`config.mk`:
```
export PLATFORM = sky130hd
export DESIGN_NAME = fc_layer_seq
export DESIGN_NICKNAME = d
export VERILOG_FILES = /design/src/rtl/fc_layer_seq.sv
export SDC_FILE = /design/constraint.sdc
export NUM_CORES = 1
export LEC_CHECK = 0
export BUFFER_PORTS_ARGS = -buffer_cell sky130_fd_sc_hd__buf_2
export CAP_MARGIN = 25
export CORE_ASPECT_RATIO = 0.9
export CORE_MARGIN = 5
export CORE_UTILIZATION = 49
export CTS_BUF_LIST = sky130_fd_sc_hd__clkbuf_8
export CTS_CLUSTER_DIAMETER = 40
export DETAILED_ROUTE_END_ITERATION = 10
export GPL_ROUTABILITY_DRIVEN = 0
export PLACE_DENSITY_LB_ADDON = 0.2
export SYNTH_ARGS = -nofsm -noshare
export SYNTH_HDL_FRONTEND = slang
export SYNTH_SLANG_ARGS = --single-unit
```
`constraint.sdc`:
```
create_clock -name clk -period 13.2 [get_ports clk]
set_clock_uncertainty 0.15 [all_clocks]
set_input_delay 3.96 -clock clk [delete_from_list [all_inputs] [get_ports clk]]
set_output_delay 3.96 -clock clk [all_outputs]
set_load 0.01 [all_outputs]
```
`src/rtl/fc_layer_seq.sv`:
```
// Sequential fully-connected layer: one input element per MAC cycle, all outputs in parallel.
// Optional macro FC_SEQ_RELU_EN clamps negative saturated outputs to zero.
module fc_layer_seq #(
    parameter int DATA_WIDTH = 8,
    parameter int IN_NODES   = 4,
    parameter int OUT_NODES  = 4,
    parameter int ACC_WIDTH  = 2*DATA_WIDTH + $clog2(IN_NODES) + 1
) (
    input  logic                                     clk,
    input  logic                                     rst,
    input  logic                                     in_valid,
    output logic                                     in_ready,
    input  logic [DATA_WIDTH*IN_NODES-1:0]           input_vector,
    input  logic [DATA_WIDTH*IN_NODES*OUT_NODES-1:0] weight_vector,
    input  logic [DATA_WIDTH*OUT_NODES-1:0]          bias_vector,
    output logic                                     out_valid,
    input  logic                                     out_ready,
    output logic [DATA_WIDTH*OUT_NODES-1:0]          output_vector
);
    localparam int IW = $clog2(IN_NODES + 1);

    typedef enum logic [1:0] {IDLE, MAC, DONE} state_t;

    state_t                                          state_q;
    logic [IW-1:0]                                   i_q;
    logic                                            in_ready_q, out_valid_q;
    logic [IN_NODES-1:0][DATA_WIDTH-1:0]             x_q;
    logic [IN_NODES*OUT_NODES-1:0][DATA_WIDTH-1:0]   w_q;
    logic signed [ACC_WIDTH-1:0]                     acc_q [OUT_NODES];
    logic [OUT_NODES-1:0][DATA_WIDTH-1:0]            out_q;

    logic signed [DATA_WIDTH-1:0]                    x_sel;
    logic signed [DATA_WIDTH-1:0]                    w_sel [OUT_NODES];
    logic signed [2*DATA_WIDTH-1:0]                  prod  [OUT_NODES];
    logic [ACC_WIDTH-DATA_WIDTH:0]                   hi    [OUT_NODES];
    logic [OUT_NODES-1:0][DATA_WIDTH-1:0]            y_d;

    assign in_ready      = in_ready_q;
    assign out_valid     = out_valid_q;
    assign output_vector = out_q;

    always_comb begin
        x_sel = '0;
        for (int j = 0; j < OUT_NODES; j++) w_sel[j] = '0;
        for (int k = 0; k < IN_NODES; k++) begin
            if (i_q == IW'(k)) begin
                x_sel = signed'(x_q[k]);
                for (int j = 0; j < OUT_NODES; j++) w_sel[j] = signed'(w_q[k*OUT_NODES+j]);
            end
        end
        for (int j = 0; j < OUT_NODES; j++) begin
            prod[j] = (2*DATA_WIDTH)'(x_sel) * (2*DATA_WIDTH)'(w_sel[j]);
            // Value fits in DATA_WIDTH only when all bits above the output sign bit agree.
            hi[j] = acc_q[j][ACC_WIDTH-1:DATA_WIDTH-1];
            if (&hi[j] || ~|hi[j])
                y_d[j] = acc_q[j][DATA_WIDTH-1:0];
            else if (acc_q[j][ACC_WIDTH-1])
                y_d[j] = {1'b1, {(DATA_WIDTH-1){1'b0}}};
            else
                y_d[j] = {1'b0, {(DATA_WIDTH-1){1'b1}}};
`ifdef FC_SEQ_RELU_EN
            if (y_d[j][DATA_WIDTH-1]) y_d[j] = '0;
`endif
        end
    end

    always_ff @(posedge clk) begin
        if (rst) begin
            state_q     <= IDLE;
            i_q         <= '0;
            in_ready_q  <= 1'b1;
            out_valid_q <= 1'b0;
            x_q         <= '0;
            w_q         <= '0;
            out_q       <= '0;
            for (int j = 0; j < OUT_NODES; j++) acc_q[j] <= '0;
        end else begin
            case (state_q)
                IDLE: if (in_valid) begin
                    x_q        <= input_vector;
                    w_q        <= weight_vector;
                    i_q        <= '0;
                    in_ready_q <= 1'b0;
                    state_q    <= MAC;
                    for (int j = 0; j < OUT_NODES; j++)
                        acc_q[j] <= ACC_WIDTH'(signed'(bias_vector[j*DATA_WIDTH +: DATA_WIDTH]));
                end
                MAC: begin
                    // Final pass commits the saturated accumulators once all products are in.
                    if (i_q == IW'(IN_NODES)) begin
                        out_q       <= y_d;
                        out_valid_q <= 1'b1;
                        state_q     <= DONE;
                    end else begin
                        for (int j = 0; j < OUT_NODES; j++)
                            acc_q[j] <= acc_q[j] + ACC_WIDTH'(prod[j]);
                        i_q <= i_q + IW'(1);
                    end
                end
                DONE: if (out_ready) begin
                    out_valid_q <= 1'b0;
                    in_ready_q  <= 1'b1;
                    state_q     <= IDLE;
                end
                default: begin
                    state_q     <= IDLE;
                    in_ready_q  <= 1'b1;
                    out_valid_q <= 1'b0;
                end
            endcase
        end
    end
endmodule
```
==> impl_metrics.ini, run 1 <==
[status]
status = completed

[floorplanning]
die_w_um = 243
initial_core_util_pct = 49.7
dieArea_um2 = 53300
num_io_pins = 230
std_cell_rows = 76
core_um2 = 48100
die_height_um = 220

[cts]
path_clk_slew_ps = 60
clock_latency_ps = 680
htree_levels = 2
cts_root_buf = clkbuf_8
post_cts_buffers = 0
cts_sinks = 275
numCtsBuffers = 53
cts_tree = built
cts_buffer_depth = 3
cts_resized = 0
ctsHoldBuffers = 0

[cells_and_area]
final_cells = 3214
mostFrequentLayoutCells = 355 x inv_1, 337 x fa_1, 229 x buf_2
nFillCells = 4205
area_growth_pct = 12.0
layout.nets = 3252
final_common_cell = inv_1
final_layout_size_suffix_gt1_share_pct = 16.2
design_area_um2 = 26800

[setup_path]
crit_required_ps = 13440
crit_path_top_delay_cell = buf_4
cp-startpoint = i_q[0]$_SDFFE_PP0P_
cp-start-kind = flop
crit_chain = ha_1 > ha_4 > buf_4 > nor3_2 > a21oi_4 > nor2_1 > fa_1 > inv_1 > fa_1 > inv_1 > fa_1 > fa_1 > fa_1 > ha_1 > nor3_1 > a221oi_1 > or3_1 > a21oi_1 > xor2_1 > o21ai_0
ff2ff_path_depth = 20
cpMostUsedCell = fa_1
slowest_delay_ps = 690
endpoint_kind = flop
crit_type = flop to flop
crit_arrival_ps = 7690
cp_num_cells = 20
r2r_start = i_q[0]$_SDFFE_PP0P_
r2r_slack_ps = 5750
critPathBufInv = 3
cp_max_fo = 52
cp_top_family = adder cells

[timing]
setup_viol = 0
final-max-slew-violation-count = 0
slew_headroom_pct = 30.2
timing.final.crit_share_pct = 56.4
rsz0062_at_grt = false
worstMarginPinSlew_ps = 1050
hold_viol = 0
max_clock_freq_ghz = 0.134
finalCriticalPeriod_ps = 7450
holdWs_ps = 299
setup_tns_ps = 0

[synth]
ys_async_sr_fraction_pct = 0
ys_seq_area_share_pct = 26.2
synth_seq_cells = 275
yosys_warnings = 0
netlist_area_um2 = 23900
netlist_instances = 2336
synth-main-ff-cell = dfxtp_1
ys_types = 64
postSynthAreaPerCell_um2 = 10.2
syn_nets = 3049
synth-edff-count = 76

[route]
wl_met1_um = 29600
routedWlPerCell_um = 20.9
ant_nets = 0
drc = 0
vias = 18000
met3WireLength_um = 5500
viasPerCell = 5.61
drt-total-wl_um = 67200
highest_layer = met5
dr_wl_met2_um = 30000
drt_iter0_markers = 1281
drt_first_pass_iters = 5

[global_routing]
grt_overflow = 0
antenna_found_initial = 11
grt_pass1_wl_um = 106000
grt_pass1_vias = 19000
groute.usage.overall_pct = 25.1
grt_max_degree = 194

[worst_hold_path]
worstHoldStart = output_vector[29]$_SDFFE_PP0P_
hold_class = flop to flop
hold-path-cell-count = 2

[power_and_ir_drop]
power-per-cell-area_nw_per_um2 = 123
vdd_drop_max_mv = 0.0788
p_leak_uw = 0.0131

[placed_design]
placed_cells = 3105
portBuffers = 229
dp_hpwl_um = 51300
place_area_um2 = 25600

[job]
maxCapViolCount = 0
-- registers in the layout, summed over array words and instances, names as in the netlist --
register / count
w_q: 128
acc_q: 76
output_vector: 32
x_q: 32
i_q: 3
state_q: 2
in_ready: 1
out_valid: 1
-- cells by family (layout without fill, tap and decap cells) --
group | Yosys count | after routing | synth area share, %
AND/OR/NAND/NOR | 503 | 503 | 9.41
AO/OA/AOI/OAI | 510 | 510 | 16.2
buffers and inverters | 449 | 693 | 7.52
flip-flops | 275 | 275 | 26.2
other | 0 | 10 | 0
adder cells (fa/ha/maj) | 517 | 517 | 37.6
multiplexers | 3 | 3 | 0.126
XOR/XNOR | 79 | 79 | 2.89
-- worst register-to-register path, stage by stage, from the launching register on --
cell and delay [ps]:
dfxtp_1 410, ha_1 230, ha_4 480, buf_4 690
nor3_2 180, a21oi_4 650, nor2_1 170, fa_1 530
inv_1 60, fa_1 530, inv_1 50, fa_1 510
fa_1 440, fa_1 390, ha_1 240, nor3_1 460
a221oi_1 220, or3_1 380, a21oi_1 180, xor2_1 150
o21ai_0 80
-- power breakdown --
part           internal, uW  switching, uW  leakage [uW]  total [uW]
combinational           550            787       0.00999        1340
sequential              965           77.8       0.00247        1040
clock                   515            409      0.000651         924
total                  2030           1270        0.0131        3300
-- Yosys cell counts, drive strengths merged, types with 42 or more instances --
master	n	share of area, %
xnor2	53	1.9
ha	180	9.4
clkbuf	56	0.88
buf	53	1.3
fa	337	28
nor3	42	0.96
o21ai	92	2.0
nor2	205	3.2
dfxtp	199	17
inv	340	5.3
a21oi	89	2.4
a22o	184	6.7
nand2	142	2.2
edfxtp	76	9.5
-- layout make-up --
| cell class | count | area [um^2] | area share, % |
|---|---|---|---|
| Antenna cell | 10 | 25.0 | 0.0934 |
| Clock buffer | 62 | 853 | 3.19 |
| Clock inverter | 34 | 299 | 1.12 |
| Inverter | 340 | 1280 | 4.76 |
| Multi-Input combinational cell | 1612 | 15900 | 59.3 |
| Sequential cell | 275 | 6270 | 23.4 |
| Tap cell | 624 | 781 | 2.91 |
| Timing Repair Buffer | 257 | 1400 | 5.21 |
-- metrics by stage --
step,util (%),total power (uW),worst slack (ps)
final,55.7,3300,5750
after global routing,55.6,3540,5430
after CTS,55.5,3320,5520
after detailed placement,53.1,2370,5590
after global placement,53.1,2350,5710
after floorplan,-,2000,6170
-- worst paths after layout --
check,end
worst min register to register,output_vector[29]$_SDFFE_PP0P_
worst min-delay path,output_vector[29]$_SDFFE_PP0P_
worst max-delay path,acc_q[1][16]$_SDFFCE_PP0P_
worst max register to register,acc_q[1][16]$_SDFFCE_PP0P_
-- per-layer routing --
metal / vias to the layer above / global-route usage [%]
li1: 8290 / -
met1: 8983 / 34.9
met2: 649 / 39.0
met3: 114 / 5.85
met4: 2 / 8.98
met5: - / 0
(Power assumes the default switching activity.)
==> run 2: changes to the inputs <==
==> constraint.sdc (replaced) <==
create_clock -name clk -period 6.28 [get_ports clk]
set_clock_uncertainty 0.15 [all_clocks]
set_input_delay 1.884 -clock clk [delete_from_list [all_inputs] [get_ports clk]]
set_output_delay 1.884 -clock clk [all_outputs]
set_load 0.01 [all_outputs]
==> run 2 against run 1 <==
Against the previous run:
- the run now ends with negative setup slack left
- combinational power grew to 3.1 times the previous value
- sequential power grew 110%
- worst hold slack improved by 2.1 ps
- critical path depth is 4 higher
- non-clock buffer count up 382
- cell count is 12% higher
- critical endpoint is now acc_q[2][17]$_DFFE_PP_
- largest power group unchanged
==> impl_metrics.ini, run 2 (same netlist as run 1, synthesis figures left out) <==
[cells_and_area]
final_common_cell = buf_4
layout.nets = 3632
area_growth_pct = 32.6
top_register = w_q
final_layout_size_suffix_gt1_share_pct = 34.0
design_area_um2 = 31700
nFillCells = 3669
largest_reg_flops = 128
reg.largest.list = w_q (128), acc_q (76)
mostFrequentLayoutCells = 344 x buf_4, 332 x inv_1, 322 x fa_1

[worst_hold_path]
hold_class = flop to flop
hold-path-cell-count = 2

[power_and_ir_drop]
p_seq_share_pct = 26.2
vdd_drop_max_mv = 0.203
internal_power_uw = 5180
power_frac_clock_pct = 24.8
p_comb_share_pct = 49.0
power-per-cell-area_nw_per_um2 = 265
p_sw_share_pct = 38.4
p_leak_uw = 0.0153
switchingPower_uw = 3230

[global_routing]
antenna_found_initial = 4
grt_max_degree = 170
groute.usage.overall_pct = 27.8
grt_overflow = 0
grt_pass1_wl_um = 117000
grt_pass1_vias = 21300

[timing]
worstMarginPinSlew_ps = 966
final-max-slew-violation-count = 0
finalCriticalPeriod_ps = 6610
setup_viol = 28
max_clock_freq_ghz = 0.151
slew_headroom_pct = 35.3
rsz0062_at_grt = true
timing.final.crit_share_pct = 105
hold_viol = 0
setup_slack_ps = -326

[cts]
htree_levels = 2
cts_root_buf = clkbuf_8
cts_buffer_depth = 3
cts_sinks = 275
numCtsBuffers = 51
ctsHoldBuffers = 0
clock_latency_ps = 680
path_clk_slew_ps = 70
cts_tree = built

[route]
ant_nets = 0
drc = 0
drt_iter0_markers = 1667
drt_first_pass_iters = 5
vias = 20100
drt-total-wl_um = 76600
routedWlPerCell_um = 21.3
viasPerCell = 5.61

[floorplanning]
dieArea_um2 = 53300
initial_core_util_pct = 49.7
std_cell_rows = 76
core_um2 = 48100
die_w_um = 243
num_io_pins = 230
die_height_um = 220

[status]
violations = negative setup slack
status = complete, but fails checks

[placed_design]
portBuffers = 229
place_area_um2 = 27900
dp_hpwl_um = 56200
place_ws_ps = -416

[setup_path]
endpoint_kind = flop
crit_required_ps = 6510
ff2ff_path_depth = 24
crit_type = flop to flop
cp_max_fo = 6
crit_arrival_ps = 6840
cp-start-kind = flop

[job]
maxCapViolCount = 0
-- run 2: cell count changes in the layout (fill, tap and decap cells not counted), sizes merged --
cell	before	now
clkinv	6	14
bufinv	4	8
clkinvlp	1	2
clkbuf	62	56
inv	363	357
buf	257	637
diode	10	2
-- run 2: worst paths after layout --
kind | start | end | slack [ps]
worst max-delay path | i_q[0]$_SDFFE_PP0P_ | acc_q[2][17]$_DFFE_PP_ | -330
worst min-delay path | output_vector[12]$_SDFFE_PP0P_ | output_vector[12]$_SDFFE_PP0P_ | 300
worst max register to register | i_q[0]$_SDFFE_PP0P_ | acc_q[2][17]$_DFFE_PP_ | -330
worst min register to register | output_vector[12]$_SDFFE_PP0P_ | output_vector[12]$_SDFFE_PP0P_ | 300
-- run 2: repair_timing --
item / CTS / global route
endpoints found under the setup margin: 37 / 40
gates cloned: 3 / 2
pin swaps: 91 / 143
gates resized for setup: 186 / 169
setup buffers: 57 / 53
-- run 2: metal layers --
metal | vias to the layer above | track usage (%) | part of all wire (%)
met3 | 184 | 6.22 | 9.3
met1 | 10000 | 37.7 | 41
met4 | 6 | 9.04 | 3.6
met2 | 877 | 44.6 | 46
li1 | 9045 | - | -
met5 | - | 0 | 0.054
-- run 2: critical path: stages (launching register included) --
cell and delay [ps]:
dfxtp_2 330, buf_6 120, ha_4 170, nor3b_4 210, buf_12 140, buf_8 130
a221oi_4 70, nor3_2 290, buf_4 180, a21oi_4 40, or2_4 270, fa_1 500
fa_1 520, inv_2 50, fa_1 500, fa_1 440, fa_1 540, ha_4 230
nand3_2 70, o211ai_1 140, o41ai_2 450, nand2_1 180, a221oi_2 300, xor2_1 170
o21ai_1 90
-- run 2: power groups by stage --
stage	Clock [uW]	Sequential, uW	Combinational (uW)
floorplan	0	2170	2040
global placement	0	2230	3240
detailed placement	0	2230	3320
CTS	2100	2200	3700
global route	2190	2230	4510
finish	2080	2210	4120
-- run 2: per-stage QoR --
stage / hold WS [ps] / util (%) / instances / power [uW] / setup TNS, ps
floorplan: 287 / - / 2336 / 4210 / -27.3
global placement: 289 / 58.1 / 3381 / 5470 / -4820
detailed placement: 292 / 58.1 / 3381 / 5550 / -7420
CTS: 303 / 63.3 / 3536 / 8000 / -2040
global route: 323 / 65.9 / 3586 / 8920 / -10230
finish: 301 / 65.9 / 3587 / 8400 / -3340
-- run 2: area by class of cell --
type	instances	area, um^2	area share (%)
diodes	2	5.00	0.0158
clock buffers	54	743	2.34
clock inverters	41	455	1.44
inverters	340	1280	4.03
multi-input cells	1612	17400	54.8
flip-flops and latches	275	6270	19.8
well taps	624	781	2.46
repair buffers	639	4810	15.2
